$ cat config.mk
export PLATFORM = sky130hd
export DESIGN_NAME = atm_session_initiator_flat
export DESIGN_NICKNAME = d
export VERILOG_FILES = /design/src/rtl/atm_session_initiator_pkg.sv /design/src/rtl/atm_session_initiator_if.sv /design/src/rtl/atm_session_initiator_fail_tracker.sv /design/src/rtl/atm_session_initiator.sv /design/src/flat_wrapper.sv
export SDC_FILE = /design/constraint.sdc
export NUM_CORES = 1
export LEC_CHECK = 0
export BUFFER_PORTS_ARGS = -buffer_cell sky130_fd_sc_hd__buf_2
export CORE_MARGIN = 5
export CORE_UTILIZATION = 40
export DETAILED_ROUTE_END_ITERATION = 6
export SYNTH_ARGS = -nofsm -noshare
export SYNTH_HDL_FRONTEND = slang
export SYNTH_SLANG_ARGS = --single-unit
export TNS_END_PERCENT = 1
$ cat constraint.sdc
create_clock -name clk -period 2.5 [get_ports clk]
set_input_delay 0.125 -clock clk [delete_from_list [all_inputs] [get_ports clk]]
set_output_delay 0.125 -clock clk [all_outputs]
set_load 0.05 [all_outputs]
$ cat src/rtl/atm_session_initiator_pkg.sv
`default_nettype none
// ============================================================================
// Module      : atm_session_initiator_pkg
// Description : Shared encodings for the ATM session initiator. This file
//               holds the ATM operation codes, the ATM state codes, the
//               host response status codes and the initiator FSM states.
//               It also provides a helper that recognises legal host
//               transaction operations.
// Ports       : none (package)
// Revision    : 1.0 - initial release
// ============================================================================
package atm_session_initiator_pkg;

  // Operation codes driven onto the ATM operation input
  localparam logic [2:0] OP_NOP      = 3'd0;
  localparam logic [2:0] OP_AUTH     = 3'd1;
  localparam logic [2:0] OP_BALANCE  = 3'd2;
  localparam logic [2:0] OP_WITHDRAW = 3'd3;
  localparam logic [2:0] OP_DEPOSIT  = 3'd4;
  localparam logic [2:0] OP_EXIT     = 3'd5;

  // State codes reported by the ATM
  localparam logic [2:0] A_IDLE      = 3'd0;
  localparam logic [2:0] A_BUSY      = 3'd1;
  localparam logic [2:0] A_AUTH_OK   = 3'd2;
  localparam logic [2:0] A_AUTH_FAIL = 3'd3;
  localparam logic [2:0] A_DONE      = 3'd4;
  localparam logic [2:0] A_DENIED    = 3'd5;

  // Status codes returned to the host
  localparam logic [2:0] ST_OK        = 3'd0;
  localparam logic [2:0] ST_AUTH_FAIL = 3'd1;
  localparam logic [2:0] ST_INSUFF    = 3'd2;
  localparam logic [2:0] ST_LOCKED    = 3'd3;
  localparam logic [2:0] ST_BAD_ACC   = 3'd4;
  localparam logic [2:0] ST_TIMEOUT   = 3'd5;

  typedef enum logic [2:0] {
    S_IDLE  = 3'd0,
    S_CHECK = 3'd1,
    S_AUTH  = 3'd2,
    S_TXN   = 3'd3,
    S_EXIT  = 3'd4,
    S_RESP  = 3'd5
  } state_t;

  // Only these three operations may be requested by the host
  function automatic logic is_txn_op(input logic [2:0] op);
    return (op == OP_BALANCE) || (op == OP_WITHDRAW) || (op == OP_DEPOSIT);
  endfunction

endpackage
`default_nettype wire

$ cat src/rtl/atm_session_initiator_if.sv
`default_nettype none
// ============================================================================
// Module      : atm_session_initiator_if
// Description : Bundles the host request/response handshake and the ATM
//               transaction bus.
//               slave  : the initiator's view. It receives requests and ATM
//                        state, and drives responses and ATM commands.
//               master : the host/ATM environment's view.
// Ports       : req_valid/ready/op/acc/pin/amount, rsp_valid/ready/status/
//               balance, atm_operation/acc_num/pin/amount, atm_balance/state
// Revision    : 1.0 - initial release
// ============================================================================
interface atm_session_initiator_if;
  logic        req_valid;
  logic        req_ready;
  logic [2:0]  req_op;
  logic [3:0]  req_acc;
  logic [15:0] req_pin;
  logic [15:0] req_amount;

  logic        rsp_valid;
  logic        rsp_ready;
  logic [2:0]  rsp_status;
  logic [15:0] rsp_balance;

  logic [2:0]  atm_operation;
  logic [3:0]  atm_acc_num;
  logic [15:0] atm_pin;
  logic [15:0] atm_amount;
  logic [15:0] atm_balance;
  logic [2:0]  atm_state;

  modport slave (
    input  req_valid, req_op, req_acc, req_pin, req_amount, rsp_ready,
           atm_balance, atm_state,
    output req_ready, rsp_valid, rsp_status, rsp_balance,
           atm_operation, atm_acc_num, atm_pin, atm_amount
  );

  modport master (
    output req_valid, req_op, req_acc, req_pin, req_amount, rsp_ready,
           atm_balance, atm_state,
    input  req_ready, rsp_valid, rsp_status, rsp_balance,
           atm_operation, atm_acc_num, atm_pin, atm_amount
  );
endinterface
`default_nettype wire

$ cat src/rtl/atm_session_initiator_fail_tracker.sv
`default_nettype none
// ============================================================================
// Module      : atm_fail_tracker
// Description : Keeps one saturating counter of consecutive authentication
//               failures for each account. An account is locked once its
//               counter reaches MAX_FAILS. Only reset clears a lock.
// Ports       : clk, rst_n (sync, active-low)
//               inc    - count one failure for account acc
//               clr    - clear the counter for account acc
//               acc    - account selector
//               locked - selected account is locked (0 for out-of-range acc)
// Revision    : 1.0 - initial release
// ============================================================================
module atm_fail_tracker #(
  parameter int NUM_ACCOUNTS = 10,
  parameter int MAX_FAILS    = 3,
  parameter int ACC_W        = 4
) (
  input  wire logic             clk,
  input  wire logic             rst_n,
  input  wire logic             inc,
  input  wire logic             clr,
  input  wire logic [ACC_W-1:0] acc,
  output logic                  locked
);

  localparam int CNT_W = (MAX_FAILS < 2) ? 1 : $clog2(MAX_FAILS + 1);

  logic [NUM_ACCOUNTS-1:0] w_hit;

  for (genvar i = 0; i < NUM_ACCOUNTS; i++) begin : g_cnt
    logic             w_sel;
    logic [CNT_W-1:0] r_cnt;

    assign w_sel    = (acc == ACC_W'(i));
    assign w_hit[i] = w_sel && (r_cnt == CNT_W'(MAX_FAILS));

    always_ff @(posedge clk) begin
      if (!rst_n) begin
        r_cnt <= '0;
      end else if (w_sel && clr) begin
        r_cnt <= '0;
      end else if (w_sel && inc && (r_cnt != CNT_W'(MAX_FAILS))) begin
        r_cnt <= r_cnt + CNT_W'(1);
      end
    end
  end

  assign locked = |w_hit;

endmodule
`default_nettype wire

$ cat src/rtl/atm_session_initiator.sv
`default_nettype none
// ============================================================================
// Module      : atm_session_initiator
// Description : Host-side initiator for the ATM core. It accepts one request
//               and runs authenticate -> transact -> exit on the ATM bus. It
//               then returns a single status and balance to the host. Bad
//               account numbers and illegal operations are filtered out. A
//               response timeout applies to each ATM phase, and an account is
//               locked after repeated PIN failures.
// Ports       : clk, rst_n (sync, active-low)
//               bus (slave modport): request handshake, response handshake,
//               ATM command outputs and ATM state/balance inputs
// Revision    : 1.0 - initial release
// ============================================================================
module atm_session_initiator
  import atm_session_initiator_pkg::*;
#(
  parameter int NUM_ACCOUNTS   = 10,
  parameter int TIMEOUT_CYCLES = 64,
  parameter int MAX_FAILS      = 3
) (
  input  wire logic              clk,
  input  wire logic              rst_n,
  atm_session_initiator_if.slave bus
);

  localparam int ACC_W   = 4;
  localparam int TIMER_W = ($clog2(TIMEOUT_CYCLES + 1) > 7) ? $clog2(TIMEOUT_CYCLES + 1) : 7;
  localparam logic [TIMER_W-1:0] C_TIMER_LAST = TIMER_W'(TIMEOUT_CYCLES - 1);

  state_t             r_state, w_state_d;
  logic [2:0]         r_op, w_op_d;
  logic [ACC_W-1:0]   r_acc, w_acc_d;
  logic [15:0]        r_pin, w_pin_d;
  logic [15:0]        r_amount, w_amount_d;
  logic [TIMER_W-1:0] r_timer, w_timer_d;
  logic [2:0]         r_atm_op, w_atm_op_d;
  logic [ACC_W-1:0]   r_atm_acc, w_atm_acc_d;
  logic [15:0]        r_atm_pin, w_atm_pin_d;
  logic [15:0]        r_atm_amount, w_atm_amount_d;
  logic               r_rsp_valid, w_rsp_valid_d;
  logic [2:0]         r_rsp_status, w_rsp_status_d;
  logic [15:0]        r_rsp_balance, w_rsp_balance_d;
  logic               w_inc, w_clr, w_locked;
  logic               w_acc_bad;
  logic               w_first;

  atm_fail_tracker #(
    .NUM_ACCOUNTS (NUM_ACCOUNTS),
    .MAX_FAILS    (MAX_FAILS),
    .ACC_W        (ACC_W)
  ) u_fail_tracker (
    .clk    (clk),
    .rst_n  (rst_n),
    .inc    (w_inc),
    .clr    (w_clr),
    .acc    (r_acc),
    .locked (w_locked)
  );

  assign w_acc_bad = (int'(r_acc) >= NUM_ACCOUNTS);
  // The ATM still shows its previous state on the first cycle of a phase.
  assign w_first   = (r_timer == '0);

  assign bus.req_ready     = (r_state == S_IDLE);
  assign bus.rsp_valid     = r_rsp_valid;
  assign bus.rsp_status    = r_rsp_status;
  assign bus.rsp_balance   = r_rsp_balance;
  assign bus.atm_operation = r_atm_op;
  assign bus.atm_acc_num   = r_atm_acc;
  assign bus.atm_pin       = r_atm_pin;
  assign bus.atm_amount    = r_atm_amount;

  always_comb begin
    w_state_d       = r_state;
    w_op_d          = r_op;
    w_acc_d         = r_acc;
    w_pin_d         = r_pin;
    w_amount_d      = r_amount;
    w_timer_d       = r_timer;
    w_atm_op_d      = r_atm_op;
    w_atm_acc_d     = r_atm_acc;
    w_atm_pin_d     = r_atm_pin;
    w_atm_amount_d  = r_atm_amount;
    w_rsp_valid_d   = r_rsp_valid;
    w_rsp_status_d  = r_rsp_status;
    w_rsp_balance_d = r_rsp_balance;
    w_inc           = 1'b0;
    w_clr           = 1'b0;

    case (r_state)
      S_IDLE: begin
        if (bus.req_valid) begin
          w_op_d          = bus.req_op;
          w_acc_d         = bus.req_acc;
          w_pin_d         = bus.req_pin;
          w_amount_d      = bus.req_amount;
          w_rsp_status_d  = ST_OK;
          w_rsp_balance_d = '0;
          w_state_d       = S_CHECK;
        end
      end

      S_CHECK: begin
        if (w_acc_bad || w_locked || !is_txn_op(r_op)) begin
          // Requests that fail here never reach the ATM.
          w_state_d       = S_RESP;
          w_rsp_valid_d   = 1'b1;
          w_rsp_balance_d = '0;
          w_rsp_status_d  = (!w_acc_bad && w_locked) ? ST_LOCKED : ST_BAD_ACC;
        end else begin
          w_state_d   = S_AUTH;
          w_atm_op_d  = OP_AUTH;
          w_atm_acc_d = r_acc;
          w_atm_pin_d = r_pin;
          w_timer_d   = '0;
        end
      end

      S_AUTH: begin
        // A valid response has priority over a timeout in the same cycle.
        if (!w_first && (bus.atm_state == A_AUTH_OK)) begin
          w_clr          = 1'b1;
          w_state_d      = S_TXN;
          w_atm_op_d     = r_op;
          w_atm_amount_d = r_amount;
          w_timer_d      = '0;
        end else if (!w_first && (bus.atm_state == A_AUTH_FAIL)) begin
          w_inc           = 1'b1;
          w_state_d       = S_EXIT;
          w_atm_op_d      = OP_EXIT;
          w_rsp_status_d  = ST_AUTH_FAIL;
          w_rsp_balance_d = '0;
        end else if (r_timer == C_TIMER_LAST) begin
          w_state_d       = S_EXIT;
          w_atm_op_d      = OP_EXIT;
          w_rsp_status_d  = ST_TIMEOUT;
          w_rsp_balance_d = '0;
        end else begin
          w_timer_d = r_timer + TIMER_W'(1);
        end
      end

      S_TXN: begin
        if (!w_first && (bus.atm_state == A_DONE)) begin
          w_state_d       = S_EXIT;
          w_atm_op_d      = OP_EXIT;
          w_rsp_status_d  = ST_OK;
          w_rsp_balance_d = bus.atm_balance;
        end else if (!w_first && (bus.atm_state == A_DENIED)) begin
          w_state_d       = S_EXIT;
          w_atm_op_d      = OP_EXIT;
          w_rsp_status_d  = ST_INSUFF;
          w_rsp_balance_d = bus.atm_balance;
        end else if (r_timer == C_TIMER_LAST) begin
          w_state_d       = S_EXIT;
          w_atm_op_d      = OP_EXIT;
          w_rsp_status_d  = ST_TIMEOUT;
          w_rsp_balance_d = '0;
        end else begin
          w_timer_d = r_timer + TIMER_W'(1);
        end
      end

      S_EXIT: begin
        w_state_d     = S_RESP;
        w_atm_op_d    = OP_NOP;
        w_rsp_valid_d = 1'b1;
      end

      S_RESP: begin
        if (bus.rsp_ready) begin
          w_rsp_valid_d = 1'b0;
          w_state_d     = S_IDLE;
        end
      end

      default: begin
        w_state_d = S_IDLE;
      end
    endcase
  end

  always_ff @(posedge clk) begin
    if (!rst_n) begin
      r_state       <= S_IDLE;
      r_op          <= OP_NOP;
      r_acc         <= '0;
      r_pin         <= '0;
      r_amount      <= '0;
      r_timer       <= '0;
      r_atm_op      <= OP_NOP;
      r_atm_acc     <= '0;
      r_atm_pin     <= '0;
      r_atm_amount  <= '0;
      r_rsp_valid   <= 1'b0;
      r_rsp_status  <= ST_OK;
      r_rsp_balance <= '0;
    end else begin
      r_state       <= w_state_d;
      r_op          <= w_op_d;
      r_acc         <= w_acc_d;
      r_pin         <= w_pin_d;
      r_amount      <= w_amount_d;
      r_timer       <= w_timer_d;
      r_atm_op      <= w_atm_op_d;
      r_atm_acc     <= w_atm_acc_d;
      r_atm_pin     <= w_atm_pin_d;
      r_atm_amount  <= w_atm_amount_d;
      r_rsp_valid   <= w_rsp_valid_d;
      r_rsp_status  <= w_rsp_status_d;
      r_rsp_balance <= w_rsp_balance_d;
    end
  end

endmodule
`default_nettype wire

$ cat src/flat_wrapper.sv
// flat-port wrapper written by rule: the top's interface ports become plain ports
module atm_session_initiator_flat import atm_session_initiator_pkg::*;
#(
  parameter int NUM_ACCOUNTS   = 10,
  parameter int TIMEOUT_CYCLES = 64,
  parameter int MAX_FAILS      = 3
)
  (clk, rst_n, bus_req_valid, bus_req_op, bus_req_acc, bus_req_pin, bus_req_amount, bus_rsp_ready, bus_atm_balance, bus_atm_state, bus_req_ready, bus_rsp_valid, bus_rsp_status, bus_rsp_balance, bus_atm_operation, bus_atm_acc_num, bus_atm_pin, bus_atm_amount);
  atm_session_initiator_if bus_i ();
  input  wire logic clk;
  input  wire logic rst_n;
  input wire logic [$bits(bus_i.req_valid)-1:0] bus_req_valid;
  input wire logic [$bits(bus_i.req_op)-1:0] bus_req_op;
  input wire logic [$bits(bus_i.req_acc)-1:0] bus_req_acc;
  input wire logic [$bits(bus_i.req_pin)-1:0] bus_req_pin;
  input wire logic [$bits(bus_i.req_amount)-1:0] bus_req_amount;
  input wire logic [$bits(bus_i.rsp_ready)-1:0] bus_rsp_ready;
  input wire logic [$bits(bus_i.atm_balance)-1:0] bus_atm_balance;
  input wire logic [$bits(bus_i.atm_state)-1:0] bus_atm_state;
  output wire logic [$bits(bus_i.req_ready)-1:0] bus_req_ready;
  output wire logic [$bits(bus_i.rsp_valid)-1:0] bus_rsp_valid;
  output wire logic [$bits(bus_i.rsp_status)-1:0] bus_rsp_status;
  output wire logic [$bits(bus_i.rsp_balance)-1:0] bus_rsp_balance;
  output wire logic [$bits(bus_i.atm_operation)-1:0] bus_atm_operation;
  output wire logic [$bits(bus_i.atm_acc_num)-1:0] bus_atm_acc_num;
  output wire logic [$bits(bus_i.atm_pin)-1:0] bus_atm_pin;
  output wire logic [$bits(bus_i.atm_amount)-1:0] bus_atm_amount;
  assign bus_i.req_valid = bus_req_valid;
  assign bus_i.req_op = bus_req_op;
  assign bus_i.req_acc = bus_req_acc;
  assign bus_i.req_pin = bus_req_pin;
  assign bus_i.req_amount = bus_req_amount;
  assign bus_i.rsp_ready = bus_rsp_ready;
  assign bus_i.atm_balance = bus_atm_balance;
  assign bus_i.atm_state = bus_atm_state;
  assign bus_req_ready = bus_i.req_ready;
  assign bus_rsp_valid = bus_i.rsp_valid;
  assign bus_rsp_status = bus_i.rsp_status;
  assign bus_rsp_balance = bus_i.rsp_balance;
  assign bus_atm_operation = bus_i.atm_operation;
  assign bus_atm_acc_num = bus_i.atm_acc_num;
  assign bus_atm_pin = bus_i.atm_pin;
  assign bus_atm_amount = bus_i.atm_amount;
  atm_session_initiator #(.NUM_ACCOUNTS(NUM_ACCOUNTS), .TIMEOUT_CYCLES(TIMEOUT_CYCLES), .MAX_FAILS(MAX_FAILS)) u_core (.clk(clk), .rst_n(rst_n), .bus(bus_i));
endmodule
# After elaboration in Yosys (flattened, before gate mapping)
# Index checks and enable logic that the tools add are counted.
[word_totals] wordCells=213 in_bits=62 output_inout_bits=60 reg_bits=128
[classes] eq_ne=50 n_reduce_logical=78 n_mux=48 magnitude_cmp=1 add_sub_neg=11 bitwise_logic=2
[op_table] cell="16-bit 2-to-1 mux" n=7
[op_table] cell="3-bit 2-to-1 mux" n=22
[op_table] cell="16-bit case mux with 4 select lines" n=1
[op_table] cell="1-bit logical AND" n=45
[op_table] cell="7-bit 2-to-1 mux" n=6
[op_table] cell="2-bit != test (second input constant)" n=16
[op_table] cell="3-bit case mux with 4 select lines" n=2
[op_table] cell="7-bit case mux with 3 select lines" n=1
[op_table] cell="2-bit by 1-bit adder with 2-bit output (second input constant)" n=10
[op_table] cell="2-bit == test (second input constant)" n=10
[op_table] cell="2-bit OR reduction" n=10
[op_table] cell="3-bit by 2-bit == test with 1-bit output (second input constant)" n=6
[op_table] cell="3-bit case mux with 6 select lines" n=1
[op_table] cell="4-bit by 3-bit == test with 1-bit output (second input constant)" n=4
[op_table] cell="3-bit == test (second input constant)" n=5
[op_table] cell="2-bit AND reduction" n=5
[op_table] cell="10-bit OR reduction" n=1
[op_table] cell="4-bit by 2-bit == test with 1-bit output (second input constant)" n=2
[op_table] cell="4-bit == test (second input constant)" n=2
[op_table] cell="4-bit nonzero test" n=2
[op_table] cell="7-bit by 1-bit adder with 7-bit output (second input constant)" n=1
[op_table] cell="7-bit by 6-bit == test with 1-bit output (second input constant)" n=1
[op_table] cell="7-bit zero test" n=1
[op_table] cell="1-bit 2-to-1 mux" n=7
[op_table] cell="other kinds (15)" n=22

# Logic depth before layout (Yosys ltp)
# Gate-level depths: netlist of run 1.
[logic_depth] ltp_word=8 ltp_mapped=10 mapped_depth_nobuf=8

# By module
# Synthesis of run 1 repeated with hierarchy kept, for this count alone.
[hier_totals] cells_unflattened=651 area_unflattened_um2=5565.3
[by_module_without_submodules] mod="atm_session_initiator" area_each_um2=4225.3 seq_area_each_um2=2162.1 cells_each=509 n_inst=1
[by_module_without_submodules] mod="atm_fail_tracker" area_each_um2=1340.0 seq_area_each_um2=400.4 cells_each=142 n_inst=1

# Worst setup path before layout of run 1
# No wires, ideal clock.
[synth_timing] path_kind="flip-flop to flip-flop" startpoint="register u_core.r_state[0]" endpoint="register u_core.r_pin[0]" synth_period_minus_slack_ns=2.877 t_required_ns=2.430 slack_ns=-0.377 arrival_ns=2.807 setup_time_ns=0.070 n_path_buf=3 stages_incl_launch_ff=8 cell_sequence="dfxtp_1 -> clkbuf_1 -> nor3_1 -> and2_1 -> clkbuf_1 -> clkbuf_1 -> nand2_1 -> a21oi_1"
[synth_via] elab_chain_cells=2
[synth_rtl] item="from (decl)" line="atm_session_initiator.sv:31" source="state_t r_state, w_state_d;"
[synth_rtl] item="from (signal assigned)" line="atm_session_initiator.sv:200" source="r_state <= w_state_d;"
[synth_rtl] item="3-bit zero test"
[synth_rtl] item="named net bus_req_ready" line="flat_wrapper.sv:20" source="output wire logic [$bits(bus_i.req_ready)-1:0] bus_req_ready;"
[synth_rtl] item="2-bit AND reduction (no source line)"
[synth_rtl] item="to (signal assigned)" line="atm_session_initiator.sv:203" source="r_pin <= w_pin_d;"
[synth_rtl] item="to (decl)" line="atm_session_initiator.sv:34" source="logic [15:0] r_pin, w_pin_d;"
# The timed path passes the listed nets, and every way through them passes these cells.
# A chain may end at the register's enable or synchronous reset.

# Worst setup path after layout of run 1
[layout_timing] startpoint="register u_core.u_fail_tracker.g_cnt[7].r_cnt[0]" endpoint="register u_core.r_atm_acc[1] (netlist: u_core.bus.atm_acc_num[1])"
[layout_via] elab_chain_cells=7
[layout_rtl] item="from (decl)" line="atm_session_initiator_fail_tracker.sv:33" source="logic [CNT_W-1:0] r_cnt;"
[layout_rtl] item="from (signal assigned)" line="atm_session_initiator_fail_tracker.sv:44" source="r_cnt <= r_cnt + CNT_W'(1);"
[layout_rtl] item="2-bit == test" line="atm_session_initiator_fail_tracker.sv:36" source="assign w_hit[i] = w_sel && (r_cnt == CNT_W'(MAX_FAILS));"
[layout_rtl] item="1-bit logical AND" line="atm_session_initiator_fail_tracker.sv:36"
[layout_rtl] item="10-bit OR reduction" line="atm_session_initiator_fail_tracker.sv:49" source="assign locked = |w_hit;"
[layout_rtl] item="1-bit logical OR (2 in series)" line="atm_session_initiator.sv:105" source="if (w_acc_bad || w_locked || !is_txn_op(r_op)) begin"
[layout_rtl] item="1-bit NOT (no source line)"
[layout_rtl] item="2-bit AND reduction (no source line)"
[layout_rtl] item="to (signal assigned)" line="atm_session_initiator.sv:207" source="r_atm_acc <= w_atm_acc_d;"
[layout_rtl] item="to (decl)" line="atm_session_initiator.sv:38" source="logic [ACC_W-1:0] r_atm_acc, w_atm_acc_d;"
# No other way between the ends.

==> impl_metrics.toml, run 1 <==
[status]
status = "complete, no violations"

[synth]
syn_nets = 689
synth_edf_count = 0
yosys_warnings = 0
ys_seq_elements = 128
synth_area_um2 = 5350
synth_flop_cell = "dfxtp_1"
synthCells = 615
postSynthAreaPerCell_um2 = 8.69
ys_seq_area_share_pct = 47.9
async_flop_share_pct = 0
yosysUniqueCellTypes = 63

[setup_path]
cp_max_fo = 10
r2r_start = "u_core.u_fail_tracker.g_cnt[7].r_cnt[0]$_SDFFE_PP0P_"
startpoint = "u_core.u_fail_tracker.g_cnt[7].r_cnt[0]$_SDFFE_PP0P_"
r2r_setup_slack_ps = 40
cp-end-kind = "flop"
crit_end = "u_core.bus.atm_acc_num[1]$_SDFFE_PN0P_"
worstSetupStartpointType = "flop"
r2r_end = "u_core.bus.atm_acc_num[1]$_SDFFE_PN0P_"
crit_required_ps = 2790
arrival_ps = 2750
path_class = "flop to flop"
reg2reg_depth = 10

[pwr]
power.total_uw = 6010
power.density_nw_per_um2 = 794
ir_worst_vdd_v = 0.000428
p_leak_uw = 0.00319

[sta]
worst_pin_slew_ps = 679
clock-skew-final_ps = 5.25
min_period_ps = 2460
fmax_ghz = 0.406
fin_hold_ws_ps = 99.5
rsz0062_at_grt = "yes"
setup_ws_ps = 38.7
finalSetupViolations = 0
slew_headroom_pct = 54.1
finalHoldViolCount = 0
maxSlewViolCount = 0
min_period_over_period_pct = 98.5

[clock_network]
cts.clk_slew.worst_paths_ps = 60
cts.sinks = 128
max-clock-path-buffers = 2
cts_buffers = 17
cts_htree_levels = 4
cts_tree = "built"
root_buffer = "clkbuf_16"
clock_latency_ps = 420

[placed_design]
portBuffers = 121
dp_hpwl_um = 10100
postPlaceCellArea_um2 = 6270
post-place-cells = 902
gp_congestion = 0.853
pre_cts_ws_ps = -87.3

[cells_and_area]
area_growth_pct = 41.6
final_cell_mix = "nand2_1, dfxtp_1, buf_2, a21oi_1, dlygate4sd3_1"
drive_above_1_share_pct = 25.0
n_antenna_cell = 0
fillCellCount = 1171
final_common_cell = "nand2_1"
final_cell_area_um2 = 7570
finalNetCount = 878
fin_cells = 993

[global_routing]
groute.usage.overall_pct = 19.6
grt_max_degree = 55
antenna_found_initial = 0
grt_pass1_wl_um = 25700
grt_overflow = 0
grt_pass1_vias = 5236

[floorplanning]
io_pins = 122
coreArea_um2 = 13200
start_util_pct = 40.5
fp.dieH_um = 126
die_area_um2 = 15800
fp.dieW_um = 126
rows = 42

[drt]
dr.pass1.iters = 4
wl_per_cell_um = 15.3
drtIter0Drc = 272
ant_nets = 0
routed_wl_um = 15200
drc = 0
via_per_inst = 5.21
num_vias = 5172

[run]
max_cap_viol_count = 0

[worst_hold_path]
hp-class = "primary input to flop"
## per-stage QoR
step	util [%]	setup TNS, ps
floorplan	-	0
global placement	47.6	-180
detailed placement	47.6	-1550
CTS	57.3	-40.4
global route	57.4	-380
finish	57.4	0
## layer usage
| layer | vias up | track usage, % | wire, um |
|---|---|---|---|
| met2 | 180 | 31.2 | 7170 |
| met4 | 0 | 8.04 | 268 |
| met5 | - | 0 | 0 |
| li1 | 2559 | - | - |
| met3 | 26 | 5.46 | 994 |
| met1 | 2407 | 25.2 | 6790 |
## repair_timing
item / 4_1_cts / 5_1_grt
gates resized for setup: 2 / 6
cloned: 2 / 0
setup endpoints to repair: 41 / 47
hold buffers: 55 / 0
pin swaps: 3 / 1
hold endpoints to repair: 55 / 0
buffers inserted: 2 / 0
## synthesized netlist by cell type, drive strengths merged, types with 4 or more instances
cell type | instances | share of area [%]
a2111o | 4 | 0.84
a211oi | 4 | 0.56
a21oi | 68 | 6.4
a22o | 17 | 2.8
a32o | 6 | 1.1
buf | 6 | 0.77
clkbuf | 37 | 2.6
dfxtp | 128 | 48
ha | 12 | 2.8
inv | 4 | 0.28
mux2i | 22 | 4.1
nand2 | 133 | 9.3
nand2b | 10 | 1.2
nand3 | 12 | 1.1
nand3b | 7 | 0.98
nor2 | 40 | 2.8
nor3 | 12 | 1.3
o211a | 4 | 0.75
o21ai | 14 | 1.3
o22ai | 4 | 0.47
o31ai | 4 | 0.56
o41ai | 4 | 0.66
or2 | 4 | 0.47
or3 | 5 | 0.59
or4 | 6 | 0.91
## registers in the layout, summed over array words and instances, names as in the netlist, 4 cells and up
name and flops:
u_core.bus.atm_acc_num 4, u_core.bus.atm_amount 16, u_core.bus.atm_pin 16, u_core.bus.rsp_balance 16
u_core.r_acc 4, u_core.r_amount 16, u_core.r_pin 16, u_core.r_timer 7
u_core.u_fail_tracker.g_cnt.r_cnt 20
## layout make-up
cell class	count	area (um^2)	share of cell area, %
Tap cell	176	220	2.91
Clock inverter	13	184	2.43
Timing Repair Buffer	213	1520	20.1
Clock buffer	19	453	5.99
Sequential cell	128	2560	33.9
Multi-Input combinational cell	440	2610	34.5
Inverter	4	15.0	0.198
## power breakdown
part           internal, uW  total, uW  leakage (uW)  switching, uW
registers              2170       2280       0.00104            111
clock network          1720       2640      0.000306            921
logic                   433       1080       0.00185            648
## worst min-delay path by stage
stage | depth (start not counted) | slack [ps] | startpoint | to
2_1_floorplan | 1 | 250 | bus_atm_balance[10] | u_core.bus.rsp_balance[10]$_SDFFE_PN0P_
3_3_place_gp | 2 | 340 | bus_atm_balance[11] | u_core.bus.rsp_balance[11]$_SDFFE_PN0P_
3_5_place_dp | 2 | 340 | bus_atm_balance[8] | u_core.bus.rsp_balance[8]$_SDFFE_PN0P_
4_1_cts | 3 | 80 | bus_rsp_ready | u_core.bus.rsp_valid$_SDFFE_PN0P_
5_1_grt | 3 | 110 | bus_rsp_ready | u_core.bus.rsp_valid$_SDFFE_PN0P_
6_report | 3 | 100 | bus_rsp_ready | u_core.bus.rsp_valid$_SDFFE_PN0P_
## critical path: stages (launching register included)
cell	delay (ps)
dfxtp_2	320
ha_2	180
mux2_1	290
a32o_1	260
or4_4	440
nor3_4	130
buf_6	160
buf_12	110
buf_16	140
mux2i_2	230
nor2_1	60
## cell families (layout without fill, tap and decap cells)
| family | after synthesis | in the layout | share of synthesized area [%] |
|---|---|---|---|
| flops | 128 | 128 | 47.9 |
| xor+xnor | 3 | 3 | 0.492 |
| compound gates | 151 | 151 | 19.0 |
| simple gates | 250 | 250 | 21.6 |
| fa+ha+maj | 12 | 12 | 2.81 |
| buf+inv | 47 | 249 | 3.65 |
| mux | 24 | 24 | 4.54 |
(Power assumes the default switching activity.)
==> run 2: changes to the inputs <==
==> constraint.sdc (replaced) <==
create_clock -name clk -period 2.33 [get_ports clk]
set_input_delay 0.1165 -clock clk [delete_from_list [all_inputs] [get_ports clk]]
set_output_delay 0.1165 -clock clk [all_outputs]
set_load 0.05 [all_outputs]
==> impl_metrics.toml, run 2 (same netlist as run 1, synthesis figures left out) <==
[sta]
rsz0062_at_grt = "yes"
finalSetupViolations = 38
slew_headroom_pct = 61.3
worst_pin_slew_ps = 574
setup_ws_ps = -75.1
maxSlewViolCount = 0
finalHoldViolCount = 0
clock-skew-final_ps = 9.23
min_period_over_period_pct = 103
min_period_ps = 2410
fmax_ghz = 0.416

[cells_and_area]
fin_cells = 1000
utilization_pct = 58.1
area_growth_pct = 43.3
final_cell_mix = "nand2_1, dfxtp_1, buf_2, a21oi_1, dlygate4sd3_1"
largest_register_ffs = 20
final_cell_area_um2 = 7660
finalNetCount = 886
fillCellCount = 1173
top_register = "u_core.u_fail_tracker.g_cnt.r_cnt"
n_antenna_cell = 0
drive_above_1_share_pct = 27.4
final_common_cell = "nand2_1"

[drt]
routed_wl_um = 15000
dr.pass1.iters = 5
wl_met3_um = 1030
num_vias = 5200
drtIter0Drc = 250
top_layer = "met4"
ant_nets = 0
via_per_inst = 5.20
wl_per_cell_um = 15.0
wl_met2_um = 7100
drc = 0
wl_met1_um = 6670

[clock_network]
clock_latency_ps = 410
max-clock-path-buffers = 2
cts_htree_levels = 4
root_buffer = "clkbuf_16"
cts_tree = "built"
cts.sinks = 128
cts_buffers = 17
cts.clk_slew.worst_paths_ps = 50

[status]
violations = "setup timing"
status = "finished with violations"

[floorplanning]
die_area_um2 = 15800
io_pins = 122
start_util_pct = 40.5
rows = 42
fp.dieH_um = 126
coreArea_um2 = 13200
fp.dieW_um = 126

[global_routing]
antenna_found_initial = 0
grt_pass1_vias = 5216
grt_max_degree = 56
grt_overflow = 0
grt_pass1_wl_um = 24800
groute.usage.overall_pct = 18.9

[placed_design]
gp_congestion = 0.809
portBuffers = 121
dp_hpwl_um = 10000
post-place-cells = 911
postPlaceCellArea_um2 = 6370

[pwr]
pwr-share-clk_pct = 41.3
power.density_nw_per_um2 = 806
ir_worst_vdd_v = 0.000476
p_switching_uw = 1750
power.total_uw = 6170
p_seq_share_pct = 39.6
p_leak_uw = 0.00321
internal-power_uw = 4420
p_sw_share_pct = 28.3
p_comb_share_pct = 19.1

[setup_path]
arrival_ps = 2680
cp-end-kind = "flop"
crit_required_ps = 2610
path_class = "flop to flop"
cp_max_fo = 10
reg2reg_depth = 9
worstSetupStartpointType = "flop"

[worst_hold_path]
whs_path_depth = 3
hp-class = "primary input to flop"

[run]
max_cap_viol_count = 0
[run 2: cell types whose count changed in the layout (fill, tap and decap cells not counted), moves of 2 or more]
cell / change
or2_1: -2
ha_1: -3
bufinv_16: -2
buf_4: +8
clkbuf_1: +2
ha_4: +4
dfxtp_1: -5
clkbuf_16: +2
dfxtp_2: +5
[run 2: cell type report]
class | instances | area (um^2) | share of cell area (%)
clock inverters | 10 | 111 | 1.45
clock buffers | 21 | 460 | 6.01
well taps | 176 | 220 | 2.88
inverters | 4 | 15.0 | 0.196
multi-input cells | 440 | 2700 | 35.3
flip-flops and latches | 128 | 2570 | 33.6
repair buffers | 221 | 1580 | 20.6
[run 2: final timing paths]
path | start | end | slack (ps)
worst min-delay path | bus_rsp_ready | u_core.bus.rsp_valid$_SDFFE_PN0P_ | 120
worst max register to register | u_core.u_fail_tracker.g_cnt[7].r_cnt[0]$_SDFFE_PP0P_ | u_core.bus.atm_pin[14]$_SDFFE_PN0P_ | -80
worst min register to register | u_core.r_amount[10]$_SDFFE_PN0P_ | u_core.r_amount[10]$_SDFFE_PN0P_ | 450
worst max-delay path | u_core.u_fail_tracker.g_cnt[7].r_cnt[0]$_SDFFE_PP0P_ | u_core.bus.atm_pin[14]$_SDFFE_PN0P_ | -80
[run 2: worst max-delay path, stage by stage, from the launching register on]
cell and delay (ps):
dfxtp_1 330, ha_4 170, mux2_4 250, a32o_2 270, or4_4 440, nor3_4 230
buf_12 160, clkbuf_16 170, mux2i_1 200, nor2_1 50
[run 2: routing by layer]
| layer | up-vias | GRT usage (%) |
|---|---|---|
| met1 | 2431 | 22.8 |
| met4 | 0 | 6.63 |
| met3 | 20 | 6.10 |
| met5 | - | 0 |
| met2 | 162 | 31.6 |
| li1 | 2587 | - |
[run 2: what timing repair did]
action                                  in CTS  in global routing
hold buffers                                55                  0
setup buffers                                0                  1
endpoints found under the setup margin      50                 63
pin swaps                                    0                 13
gates cloned                                 0                  2
endpoints found under the hold margin       55                  0
resized for setup                            3                 21
[run 2: power by group through the flow]
stage | combinational [uW] | clock, uW | sequential [uW]
after global routing | 1290 | 2690 | 2460
after global placement | 1050 | 0 | 2480
after CTS | 1140 | 2590 | 2440
final | 1180 | 2550 | 2440
after detailed placement | 1060 | 0 | 2480
after floorplan | 660 | 0 | 2550
[run 2: stage by stage]
stage	setup WS [ps]	hold WS, ps	TNS (ps)
after floorplan	-21.9	242	-219
after global placement	-37.4	333	-792
after detailed placement	-102	335	-2250
after CTS	-113	96.2	-2750
after global routing	-159	120	-5190
final	-75.1	117	-1950
